File: config.mk
export PLATFORM = sky130hd
export DESIGN_NAME = draw_pass_scheduler
export DESIGN_NICKNAME = d
export VERILOG_FILES = /design/src/rtl/draw_pass_scheduler.sv
export SDC_FILE = /design/constraint.sdc
export NUM_CORES = 1
export LEC_CHECK = 0
export BUFFER_PORTS_ARGS = -buffer_cell sky130_fd_sc_hd__buf_2
export CORE_MARGIN = 10
export CORE_UTILIZATION = 48
export CTS_BUF_LIST = sky130_fd_sc_hd__clkbuf_8
export CTS_CLUSTER_SIZE = 28
export DETAILED_ROUTE_END_ITERATION = 6
export GPL_TIMING_DRIVEN = 0
export HOLD_SLACK_MARGIN = 0.02
export PLACE_DENSITY = 0.79
export SLEW_MARGIN = 30
export SYNTH_ARGS = -nofsm -noshare
export SYNTH_HDL_FRONTEND = slang
export SYNTH_SLANG_ARGS = --single-unit
File: constraint.sdc
create_clock -name clock_i -period 2.5 [get_ports clock_i]
set_input_delay 0.125 -clock clock_i [delete_from_list [all_inputs] [get_ports clock_i]]
set_output_delay 0.125 -clock clock_i [all_outputs]
set_load 0.005 [all_outputs]
File: src/rtl/draw_pass_scheduler.sv
// Frame-level sequencer for the shared VGA write port: runs the enabled draw
// passes in index order through a start/done level handshake, muxes the active
// pass onto the VGA adapter and flags timeouts, overruns and write conflicts.
module draw_pass_scheduler #(
    parameter int unsigned NUM_PASSES = 4,
    parameter int unsigned X_W        = 9,
    parameter int unsigned Y_W        = 8,
    parameter int unsigned COLOUR_W   = 3,
    parameter int unsigned TIMEOUT    = 131071
) (
    input  logic                           clock_i,
    input  logic                           reset_i,
    input  logic                           frame_tick_i,
    input  logic [NUM_PASSES-1:0]          pass_enable_i,
    input  logic                           clear_req_i,
    input  logic [NUM_PASSES-1:0]          pass_done_i,
    input  logic [NUM_PASSES*X_W-1:0]      pass_x_i,
    input  logic [NUM_PASSES*Y_W-1:0]      pass_y_i,
    input  logic [NUM_PASSES*COLOUR_W-1:0] pass_colour_i,
    input  logic [NUM_PASSES-1:0]          pass_we_i,
    output logic [NUM_PASSES-1:0]          pass_start_o,
    output logic                           clear_screen_o,
    output logic [X_W-1:0]                 vga_x_o,
    output logic [Y_W-1:0]                 vga_y_o,
    output logic [COLOUR_W-1:0]            vga_colour_o,
    output logic                           vga_we_o,
    output logic                           busy_o,
    output logic                           frame_done_o,
    output logic                           err_timeout_o,
    output logic                           err_overrun_o,
    output logic                           err_conflict_o
);

    localparam int unsigned IDX_W  = $clog2(NUM_PASSES + 1);
    localparam int unsigned TCNT_W = (TIMEOUT > 1) ? $clog2(TIMEOUT) : 1;
    localparam int unsigned TLAST  = (TIMEOUT == 0) ? 0 : TIMEOUT - 1;

    typedef enum logic [2:0] {
        S_IDLE,
        S_SELECT,
        S_START,
        S_WAIT_DONE,
        S_RELEASE,
        S_FRAME_DONE
    } state_t;

    state_t                  state_q, state_d;
    logic [IDX_W-1:0]        idx_q, idx_d;
    logic [TCNT_W-1:0]       tcnt_q, tcnt_d;
    logic [NUM_PASSES-1:0]   mask_q, mask_d;
    logic                    pending_q, pending_d;
    logic                    clear_latch_q, clear_latch_d;
    logic                    clear_screen_q, clear_screen_d;
    logic [NUM_PASSES-1:0]   pass_start_q, pass_start_d;
    logic                    busy_q, busy_d;
    logic                    frame_done_q, frame_done_d;
    logic                    err_timeout_q, err_timeout_d;
    logic                    err_overrun_q, err_overrun_d;
    logic                    err_conflict_q, err_conflict_d;

    logic                    mask_sel_c;
    logic                    done_sel_c;
    logic                    conflict_c;
    logic                    drive_c;

    // Active-pass selection, write mux and conflict detection
    always_comb begin
        vga_x_o      = '0;
        vga_y_o      = '0;
        vga_colour_o = '0;
        vga_we_o     = 1'b0;
        mask_sel_c   = 1'b0;
        done_sel_c   = 1'b0;
        conflict_c   = 1'b0;
        drive_c      = (state_q == S_START) || (state_q == S_WAIT_DONE) ||
                       (state_q == S_RELEASE);
        for (int i = 0; i < NUM_PASSES; i++) begin
            if (idx_q == IDX_W'(i)) begin
                mask_sel_c = mask_q[i];
                done_sel_c = pass_done_i[i];
                if (drive_c) begin
                    vga_x_o      = pass_x_i[i*X_W +: X_W];
                    vga_y_o      = pass_y_i[i*Y_W +: Y_W];
                    vga_colour_o = pass_colour_i[i*COLOUR_W +: COLOUR_W];
                    // writes outside WAIT_DONE are flagged and dropped
                    vga_we_o     = pass_we_i[i] && (state_q == S_WAIT_DONE);
                end
                if (pass_we_i[i] && (state_q != S_WAIT_DONE)) begin
                    conflict_c = 1'b1;
                end
            end else if (pass_we_i[i]) begin
                conflict_c = 1'b1;
            end
        end
    end

    // Next-state, frame queueing, clear latch and registered-output decode
    always_comb begin
        state_d        = state_q;
        idx_d          = idx_q;
        tcnt_d         = tcnt_q;
        mask_d         = mask_q;
        pending_d      = pending_q;
        clear_latch_d  = clear_latch_q | clear_req_i;
        clear_screen_d = clear_screen_q;
        err_timeout_d  = err_timeout_q;
        err_overrun_d  = err_overrun_q;
        err_conflict_d = err_conflict_q | conflict_c;

        // only one frame can be queued behind the running one
        if (frame_tick_i && (state_q != S_IDLE)) begin
            if (pending_q) begin
                err_overrun_d = 1'b1;
            end
            pending_d = 1'b1;
        end

        case (state_q)
            S_IDLE: begin
                if (frame_tick_i || pending_q) begin
                    mask_d         = pass_enable_i;
                    idx_d          = '0;
                    pending_d      = 1'b0;
                    clear_screen_d = clear_latch_q | clear_req_i;
                    clear_latch_d  = 1'b0;
                    state_d        = S_SELECT;
                end
            end
            S_SELECT: begin
                if (idx_q == IDX_W'(NUM_PASSES)) begin
                    state_d = S_FRAME_DONE;
                end else if (mask_sel_c) begin
                    state_d = S_START;
                end else begin
                    idx_d = idx_q + IDX_W'(1);
                end
            end
            S_START: begin
                tcnt_d  = '0;
                state_d = S_WAIT_DONE;
            end
            S_WAIT_DONE: begin
                tcnt_d = tcnt_q + TCNT_W'(1);
                if (done_sel_c) begin
                    state_d = S_RELEASE;
                end else if ((TIMEOUT != 0) && (tcnt_q == TCNT_W'(TLAST))) begin
                    err_timeout_d = 1'b1;
                    state_d       = S_RELEASE;
                end
            end
            S_RELEASE: begin
                // no timeout here: a controller stuck in done holds the frame
                if (!done_sel_c) begin
                    idx_d   = idx_q + IDX_W'(1);
                    state_d = S_SELECT;
                end
            end
            S_FRAME_DONE: begin
                clear_screen_d = 1'b0;
                state_d        = S_IDLE;
            end
            default: begin
                state_d = S_IDLE;
            end
        endcase

        busy_d       = (state_d != S_IDLE);
        frame_done_d = (state_d == S_FRAME_DONE);
        pass_start_d = '0;
        for (int i = 0; i < NUM_PASSES; i++) begin
            if (((state_d == S_START) || (state_d == S_WAIT_DONE)) &&
                (idx_d == IDX_W'(i))) begin
                pass_start_d[i] = 1'b1;
            end
        end
    end

    // State and output registers with synchronous reset
    always_ff @(posedge clock_i) begin
        if (reset_i) begin
            state_q        <= S_IDLE;
            idx_q          <= '0;
            tcnt_q         <= '0;
            mask_q         <= '0;
            pending_q      <= 1'b0;
            clear_latch_q  <= 1'b0;
            clear_screen_q <= 1'b0;
            pass_start_q   <= '0;
            busy_q         <= 1'b0;
            frame_done_q   <= 1'b0;
            err_timeout_q  <= 1'b0;
            err_overrun_q  <= 1'b0;
            err_conflict_q <= 1'b0;
        end else begin
            state_q        <= state_d;
            idx_q          <= idx_d;
            tcnt_q         <= tcnt_d;
            mask_q         <= mask_d;
            pending_q      <= pending_d;
            clear_latch_q  <= clear_latch_d;
            clear_screen_q <= clear_screen_d;
            pass_start_q   <= pass_start_d;
            busy_q         <= busy_d;
            frame_done_q   <= frame_done_d;
            err_timeout_q  <= err_timeout_d;
            err_overrun_q  <= err_overrun_d;
            err_conflict_q <= err_conflict_d;
        end
    end

    assign pass_start_o   = pass_start_q;
    assign clear_screen_o = clear_screen_q;
    assign busy_o         = busy_q;
    assign frame_done_o   = frame_done_q;
    assign err_timeout_o  = err_timeout_q;
    assign err_overrun_o  = err_overrun_q;
    assign err_conflict_o = err_conflict_q;

endmodule

==> metrics.cfg, run 1 <==
[detailed_routing]
highest_layer=met5
routed_wl_microns=10200
drtPass1Iterations=6
vias=3381
viasPerCell=5.78
drt_iter0_drc=181
postRouteAntennaNets=0
wl_met1_microns=4070
routed-wl-met3_microns=1060
met2_length_microns=4860
wl_per_cell_microns=17.5
drcViolationCount=0

[synth]
post_synth_mux_area_share=0.0231
postSynth.asyncResetShare=0
synth_edf_count=0
ys_seq_elements=39
yosysSeqAreaShare=0.288
synth_top_family_by_area=compound AO/OA/AOI/OAI gates
netlist_area_sq_um=2710
yosys.cell_types.count=55
yosys_most_used_dff=dfxtp_1
syn_nets=482
syn_inst=379
synthAdderAreaFrac=0.0324
synthXorXnorAreaFrac=0.00324
synth_simple_gate_area_frac=0.281
synth_warnings=0
synth_compound_area_frac=0.313
synth_area_per_cell_sq_um=7.14

[layout]
fill_cells=516
drive_gt1_frac=0.311
final_area_sq_um=3540
syn_to_final_growth_pct=30.9
final_nets=614
postLayoutCoreUtil=0.647

[clock_network]
htree_num_levels=2
clock_sinks=39
clock_path_buffers=2
cts-buffers-inserted=5
clk_latency_ns=0.30
path_clk_slew_ns=0.07
cts_hold_buf=0
root_buffer=clkbuf_8
tritoncts=done

[place]
place.gp.congestion=1.00
placed_area_sq_um=3430
hpwl_microns=8260
port_buffers=126

[sta]
slew_viol_final=0
fin_worst_skew_ns=0.00870
timing.fmax_ghz=0.422
period_minus_slack_ns=2.37
worstMarginPinSlew_ns=0.555
fin_crit_sh=0.947
hold_violations=0
relSlewSlack=0.627
setup_tns_ns=0
finalSetupViolations=0

[status]
outcome=complete, no violations

[min_path]
worstHoldStart=pass_enable_i[3]
min_to=mask_q[3]$_SDFFE_PP0P_
hold_depth=3
hp-class=input pin to flip-flop

[pwr]
internal_power_mw=1.68
switching_share=0.444
power_switching_mw=1.34
ir_worst_vdd_mv=0.551
p_seq_frac=0.248
p_clk_frac=0.133
p_leak_nw=1.60
powerDensity_nw_per_um2=854
p_total_mw=3.02
comb_power_share=0.619

[grt]
overflow=0
grt_pass1_wl_microns=15300
antenna_found_initial=1
grt_usage=0.208
first_global_vias=3038
grt_max_degree=12

[die]
die-width_microns=95.1
ios=127
std_cell_rows=27
die_area_sq_um=9040
core_sq_um=5470
start_util=0.495
die_h_microns=95.1

[setup_path]
crit_fanout=10
timing_worst_setup_path_type=flip-flop to primary output
reg2reg_to=pass_start_o[2]$_SDFF_PP0_
reg2reg_depth=8
critical_path_arrival_ns=2.24
r2r_slack_ns=0.25
critical_path_required_ns=2.38
timing.rr.start=idx_q[2]$_SDFF_PP0_
critPathCaptureType=primary output
cp-start-kind=flip-flop

[run]
cap_violations=0

[critical path: stages, from the launching register on]
cell and delay, ns:
dfxtp_1 0.33, inv_1 0.16, ha_2 0.27, inv_1 0.09, nor3_2 0.17, clkbuf_4 0.25
a22oi_1 0.08, a211oi_1 0.30, a21oi_1 0.07, nor2_1 0.10, buf_2 0.13
[cells by family (layout without fill, tap and decap cells)]
family | count (synthesis) | count (layout)
AND/OR/NAND/NOR | 163 | 163
AO/OA/AOI/OAI | 122 | 122
buffers and inverters | 42 | 175
flip-flops | 39 | 39
adder cells (fa/ha/maj) | 7 | 7
multiplexers | 5 | 5
XOR/XNOR | 1 | 1
other | 0 | 1
[state kept, by name, summed over array words and instances, names as in the netlist]
signal / count
busy_o: 1
clear_latch_q: 1
clear_screen_o: 1
err_conflict_o: 1
err_overrun_o: 1
err_timeout_o: 1
frame_done_o: 1
idx_q: 3
mask_q: 4
pass_start_o: 4
pending_q: 1
state_q: 3
tcnt_q: 17
[metrics by stage]
stage                     cells  hold slack [ns]  setup WS (ns)
final                       585           0.0637          0.133
after global routing        584           0.0864        -0.0235
after CTS                   585           0.0662        0.00992
after detailed placement    577            0.376          0.119
after global placement      577            0.364          0.217
after floorplan             379            0.272          0.467
[how the worst max path moves through the flow]
stage	to	slack, ns	cells after the start	startpoint
floorplan	pass_start_o[0]$_SDFF_PP0_	0.47	9	idx_q[2]$_SDFF_PP0_
CTS	vga_y_o[3]	0.01	10	idx_q[0]$_SDFF_PP0_
finish	vga_y_o[3]	0.13	10	idx_q[0]$_SDFF_PP0_
global route	vga_y_o[3]	-0.02	10	idx_q[0]$_SDFF_PP0_
detailed placement	pass_start_o[2]$_SDFF_PP0_	0.12	9	idx_q[2]$_SDFF_PP0_
global placement	pass_start_o[3]$_SDFF_PP0_	0.22	9	idx_q[2]$_SDFF_PP0_
[power by group through the flow]
stage / sequential (mW) / clock (mW) / combinational [mW]
floorplan: 0.755 / 0 / 1.30
global placement: 0.759 / 0 / 1.76
detailed placement: 0.762 / 0 / 1.81
CTS: 0.748 / 0.408 / 1.83
global route: 0.755 / 0.437 / 2.08
finish: 0.749 / 0.402 / 1.87
[layout make-up]
type,instances,area (sq um),area share
well taps,72,90.1,0.0254
inverters,16,60.1,0.0169
clock buffers,5,68.8,0.0194
flip-flops and latches,39,781,0.220
clock inverters,3,12.5,0.00353
multi-input cells,298,1780,0.504
repair buffers,126,631,0.178
plain buffers,25,114,0.0321
diodes,1,2.50,0.000706
[cell usage in the layout, fill, tap and decap left out, drive strengths merged, types with 3 or more instances in the layout]
cell	synthesis	final
buf	5	132
nor3b	4	4
nor3	17	17
o211ai	5	5
a211oi	20	20
nand2	30	30
nand3	7	7
a31oi	3	3
nand4	4	4
a21o	8	8
mux2i	5	5
o21ai	7	7
clkbuf	21	24
or3	6	6
dfxtp	39	39
a21oi	40	40
a22oi	21	21
ha	7	7
nor2	77	77
inv	16	18
[cell usage after synthesis (5+ instances only)]
cell,count,area share
or3_1,5,0.012
nand2_1,30,0.042
nor3_1,17,0.031
a21oi_1,39,0.072
nor2_1,76,0.11
a22oi_1,21,0.058
inv_1,16,0.022
o21ai_0,7,0.013
a211oi_1,20,0.055
nand3_1,7,0.013
dfxtp_1,39,0.29
ha_1,7,0.032
a21o_1,6,0.017
clkbuf_1,21,0.029
[repair_timing]
action | 4_1_cts | 5_1_grt
setup buffers | 0 | 0
resized for setup | 5 | 20
endpoints found under the setup margin | 21 | 29
[per-layer routing]
| metal | global-route usage | vias to the layer above |
|---|---|---|
| met5 | 0 | - |
| met1 | 0.257 | 1564 |
| met4 | 0.0686 | 2 |
| met3 | 0.0471 | 21 |
| met2 | 0.348 | 157 |
| li1 | - | 1637 |
No activity file was read; power rests on OpenSTA's default activity.
==> inputs of run 2 (changes only) <==
--- a/config.mk
+++ b/config.mk
@@ -5,15 +5,16 @@
 export SDC_FILE = /design/constraint.sdc
 export NUM_CORES = 1
 export LEC_CHECK = 0
+export ABC_AREA = 1
 export BUFFER_PORTS_ARGS = -buffer_cell sky130_fd_sc_hd__buf_2
 export CORE_MARGIN = 10
-export CORE_UTILIZATION = 48
+export CORE_UTILIZATION = 40
 export CTS_BUF_LIST = sky130_fd_sc_hd__clkbuf_8
 export CTS_CLUSTER_SIZE = 28
 export DETAILED_ROUTE_END_ITERATION = 6
 export GPL_TIMING_DRIVEN = 0
 export HOLD_SLACK_MARGIN = 0.02
-export PLACE_DENSITY = 0.79
+export PLACE_DENSITY = 0.68
 export SLEW_MARGIN = 30
 export SYNTH_ARGS = -nofsm -noshare
 export SYNTH_HDL_FRONTEND = slang
==> run 2 against run 1 <==
Compared with the run above: register-to-register slack improved by 0.28 ns; non-clock buffer count fell by 7; sequential share of layout area rose by 0.13 points; first-iteration DRC count fell by 29%; setup slack improved by 0.027 ns; flip-flop and latch count did not move; via count rose by 0.83%; maximum frequency rose by 1.1%; die area rose by 15%.
==> metrics.cfg, run 2 <==
[status]
outcome=complete, no violations

[layout]
syn_to_final_growth_pct=31.8
fill_cells=669  ; +30%
postLayoutCoreUtil=0.549  ; -0.0981
largest_reg_flops=17  ; unchanged
diodes=0  ; -1
seq_area_sq_um=782  ; +0.16%
final_cell_mix=buf_2 (129), nand2_1 (73), o21ai_0 (57)
layout_commonest_cell=buf_2
final_area_sq_um=3530  ; -0.42%
top_register=tcnt_q
multi_input_area_sq_um=1620  ; -9.3%
final_nets=657  ; +7.0%
drive_gt1_frac=0.294  ; -0.0169
final_cells=632  ; +8.0%

[setup_path]
timing_worst_setup_path_type=flip-flop to primary output
cp-start-kind=flip-flop
timing.rr.start=idx_q[2]$_SDFF_PP0_
crit_fanout=10  ; unchanged
critical_path_required_ns=2.38  ; about the same
r2r_slack_ns=0.53  ; +0.28 ns
reg2reg_depth=12  ; +4
crit_path_start=idx_q[0]$_SDFF_PP0_
critPathCaptureType=primary output
endpoint=vga_x_o[5]
critical_path_arrival_ns=2.22  ; -0.02 ns
reg2reg_to=pass_start_o[3]$_SDFF_PP0_

[clock_network]
cts-buffers-inserted=5  ; unchanged
cts_setup_buffers=0  ; unchanged
htree_num_levels=2  ; unchanged
tritoncts=done
clock_sinks=39  ; unchanged
path_clk_slew_ns=0.08  ; about the same
clk_latency_ns=0.30  ; about the same
clock_path_buffers=2  ; unchanged
root_buffer=clkbuf_8

[grt]
grt_usage=0.182  ; -0.0255
grt_pass1_wl_microns=15400  ; +0.68%
antenna_found_initial=0  ; -1
overflow=0  ; unchanged
grt_max_degree=14  ; +2
first_global_vias=3196  ; +5.2%

[sta]
period_minus_slack_ns=2.34  ; -0.0267 ns
grt_setup_unrepaired=no
relSlewSlack=0.641  ; +0.0141
finalSetupViolations=0  ; unchanged
setup_slack_ns=0.160  ; +0.0267 ns
slew_viol_final=0  ; unchanged
worstMarginPinSlew_ns=0.538  ; -0.0169 ns
hold-worst-slack_ns=0.0698  ; +0.00605 ns
timing.fmax_ghz=0.427  ; +1.1%
setup_tns_ns=0  ; unchanged
fin_worst_skew_ns=0.00498  ; -0.00371 ns
fin_crit_sh=0.936  ; -0.0107
hold_violations=0  ; unchanged

[die]
start_util=0.417  ; -0.0778
die-width_microns=102  ; +7.1%
die_h_microns=102  ; +7.1%
core_sq_um=6420  ; +17%
ios=127  ; unchanged
std_cell_rows=29  ; +7.4%
die_area_sq_um=10400  ; +15%

[synth]
synth_area_per_cell_sq_um=6.34  ; -11%
synth_edf_count=0  ; unchanged
yosys_most_used_dff=dfxtp_1
yosysSeqAreaShare=0.292  ; +0.00324
yosysTopAreaCellShare=0.292  ; +0.00324
synth.largest_area_cell=dfxtp_1
netlist_area_sq_um=2680  ; -1.1%
synth_warnings=0  ; unchanged
postSynth.asyncResetShare=0  ; unchanged
yosys.cell_types.count=32  ; -42%
syn_nets=525  ; +8.9%
synth_commonest_cells=nand2_1 (73), o21ai_0 (58), inv_1 (48), nand3_1 (48), nor2_1 (43)
syn_inst=422  ; +11%
ys_seq_elements=39  ; unchanged
synth_area_leaders=dfxtp_1 (29%), o21ai_0 (11%), nand2_1 (10%)
synth_most_common_cell=nand2_1

[detailed_routing]
drcViolationCount=0  ; unchanged
wl_per_cell_microns=15.7  ; -10%
postRouteAntennaNets=0  ; unchanged
vias=3409  ; +0.83%
routed_wl_microns=9920  ; -3.2%
drtPass1Iterations=7  ; +1
drt_iter0_drc=128  ; -29%
viasPerCell=5.39  ; -6.7%

[pwr]
p_total_mw=2.35  ; -22%
ir_worst_vdd_mv=0.432  ; -22%
p_leak_nw=1.71  ; +6.8%
powerDensity_nw_per_um2=666  ; -22%

[place]
placed_area_sq_um=3400  ; -0.84%
place_ws_ns=0.185  ; +0.0665 ns
place.gp.congestion=0.884  ; -12%
placed_cells=624  ; +8.1%
port_buffers=125  ; -0.79%
hpwl_microns=8010  ; -2.9%

[run]
cap_violations=0  ; unchanged

[min_path]
hp-class=input pin to flip-flop

[run 2: how the worst min path moves through the flow]
stage | start | to | slack (ns) | cells after the start
floorplan | pass_enable_i[1] | mask_q[1]$_SDFFE_PP0P_ | 0.26 | 2
global placement | pass_enable_i[3] | mask_q[3]$_SDFFE_PP0P_ | 0.37 | 3
detailed placement | pass_enable_i[3] | mask_q[3]$_SDFFE_PP0P_ | 0.36 | 3
CTS | pass_enable_i[3] | mask_q[3]$_SDFFE_PP0P_ | 0.06 | 3
global route | pass_enable_i[3] | mask_q[3]$_SDFFE_PP0P_ | 0.08 | 3
finish | pass_enable_i[3] | mask_q[3]$_SDFFE_PP0P_ | 0.07 | 3
[run 2: metal layers]
layer	wire, microns	up-vias	track usage
li1	-	1713	-
met2	4620	154	0.313
met1	3940	1519	0.206
met4	306	0	0.0781
met3	1060	23	0.0531
met5	0	-	0
[run 2: cell families after synthesis]
family,synth area share
compound gates,0.267
flops,0.292
buf+inv,0.105
simple gates,0.303
fa+ha+maj,0.0327
[run 2: cell type report]
cell class / instances / share of cell area
multi-input cells: 310 / 0.459
flip-flops and latches: 39 / 0.222
repair buffers: 125 / 0.177
inverters: 54 / 0.0589
well taps: 77 / 0.0273
plain buffers: 19 / 0.0241
clock buffers: 5 / 0.0195
clock inverters: 3 / 0.0124
[run 2: where the power goes]
group	internal [mW]	switching [mW]	leakage [nW]	total (mW)
registers	0.685	0.0431	0.317	0.728
clock network	0.297	0.234	0.0581	0.531
logic	0.415	0.674	1.33	1.09
total	1.40	0.951	1.71	2.35
[run 2: worst max-delay path, stage by stage (launching register included)]
cell and delay [ns]:
dfxtp_2 0.35, inv_1 0.16, ha_1 0.20, inv_1 0.05, nor2_2 0.16, buf_2 0.26, buf_2 0.26, a221oi_1 0.07
o21ai_0 0.23, buf_2 0.17
[run 2: repair_timing]
item,4_1_cts,5_1_grt
gates resized for setup,3,13
hold buffers,0,0
pin swaps,0,0
cloned,0,0
endpoints found under the setup margin,10,19
hold endpoints to repair,0,0
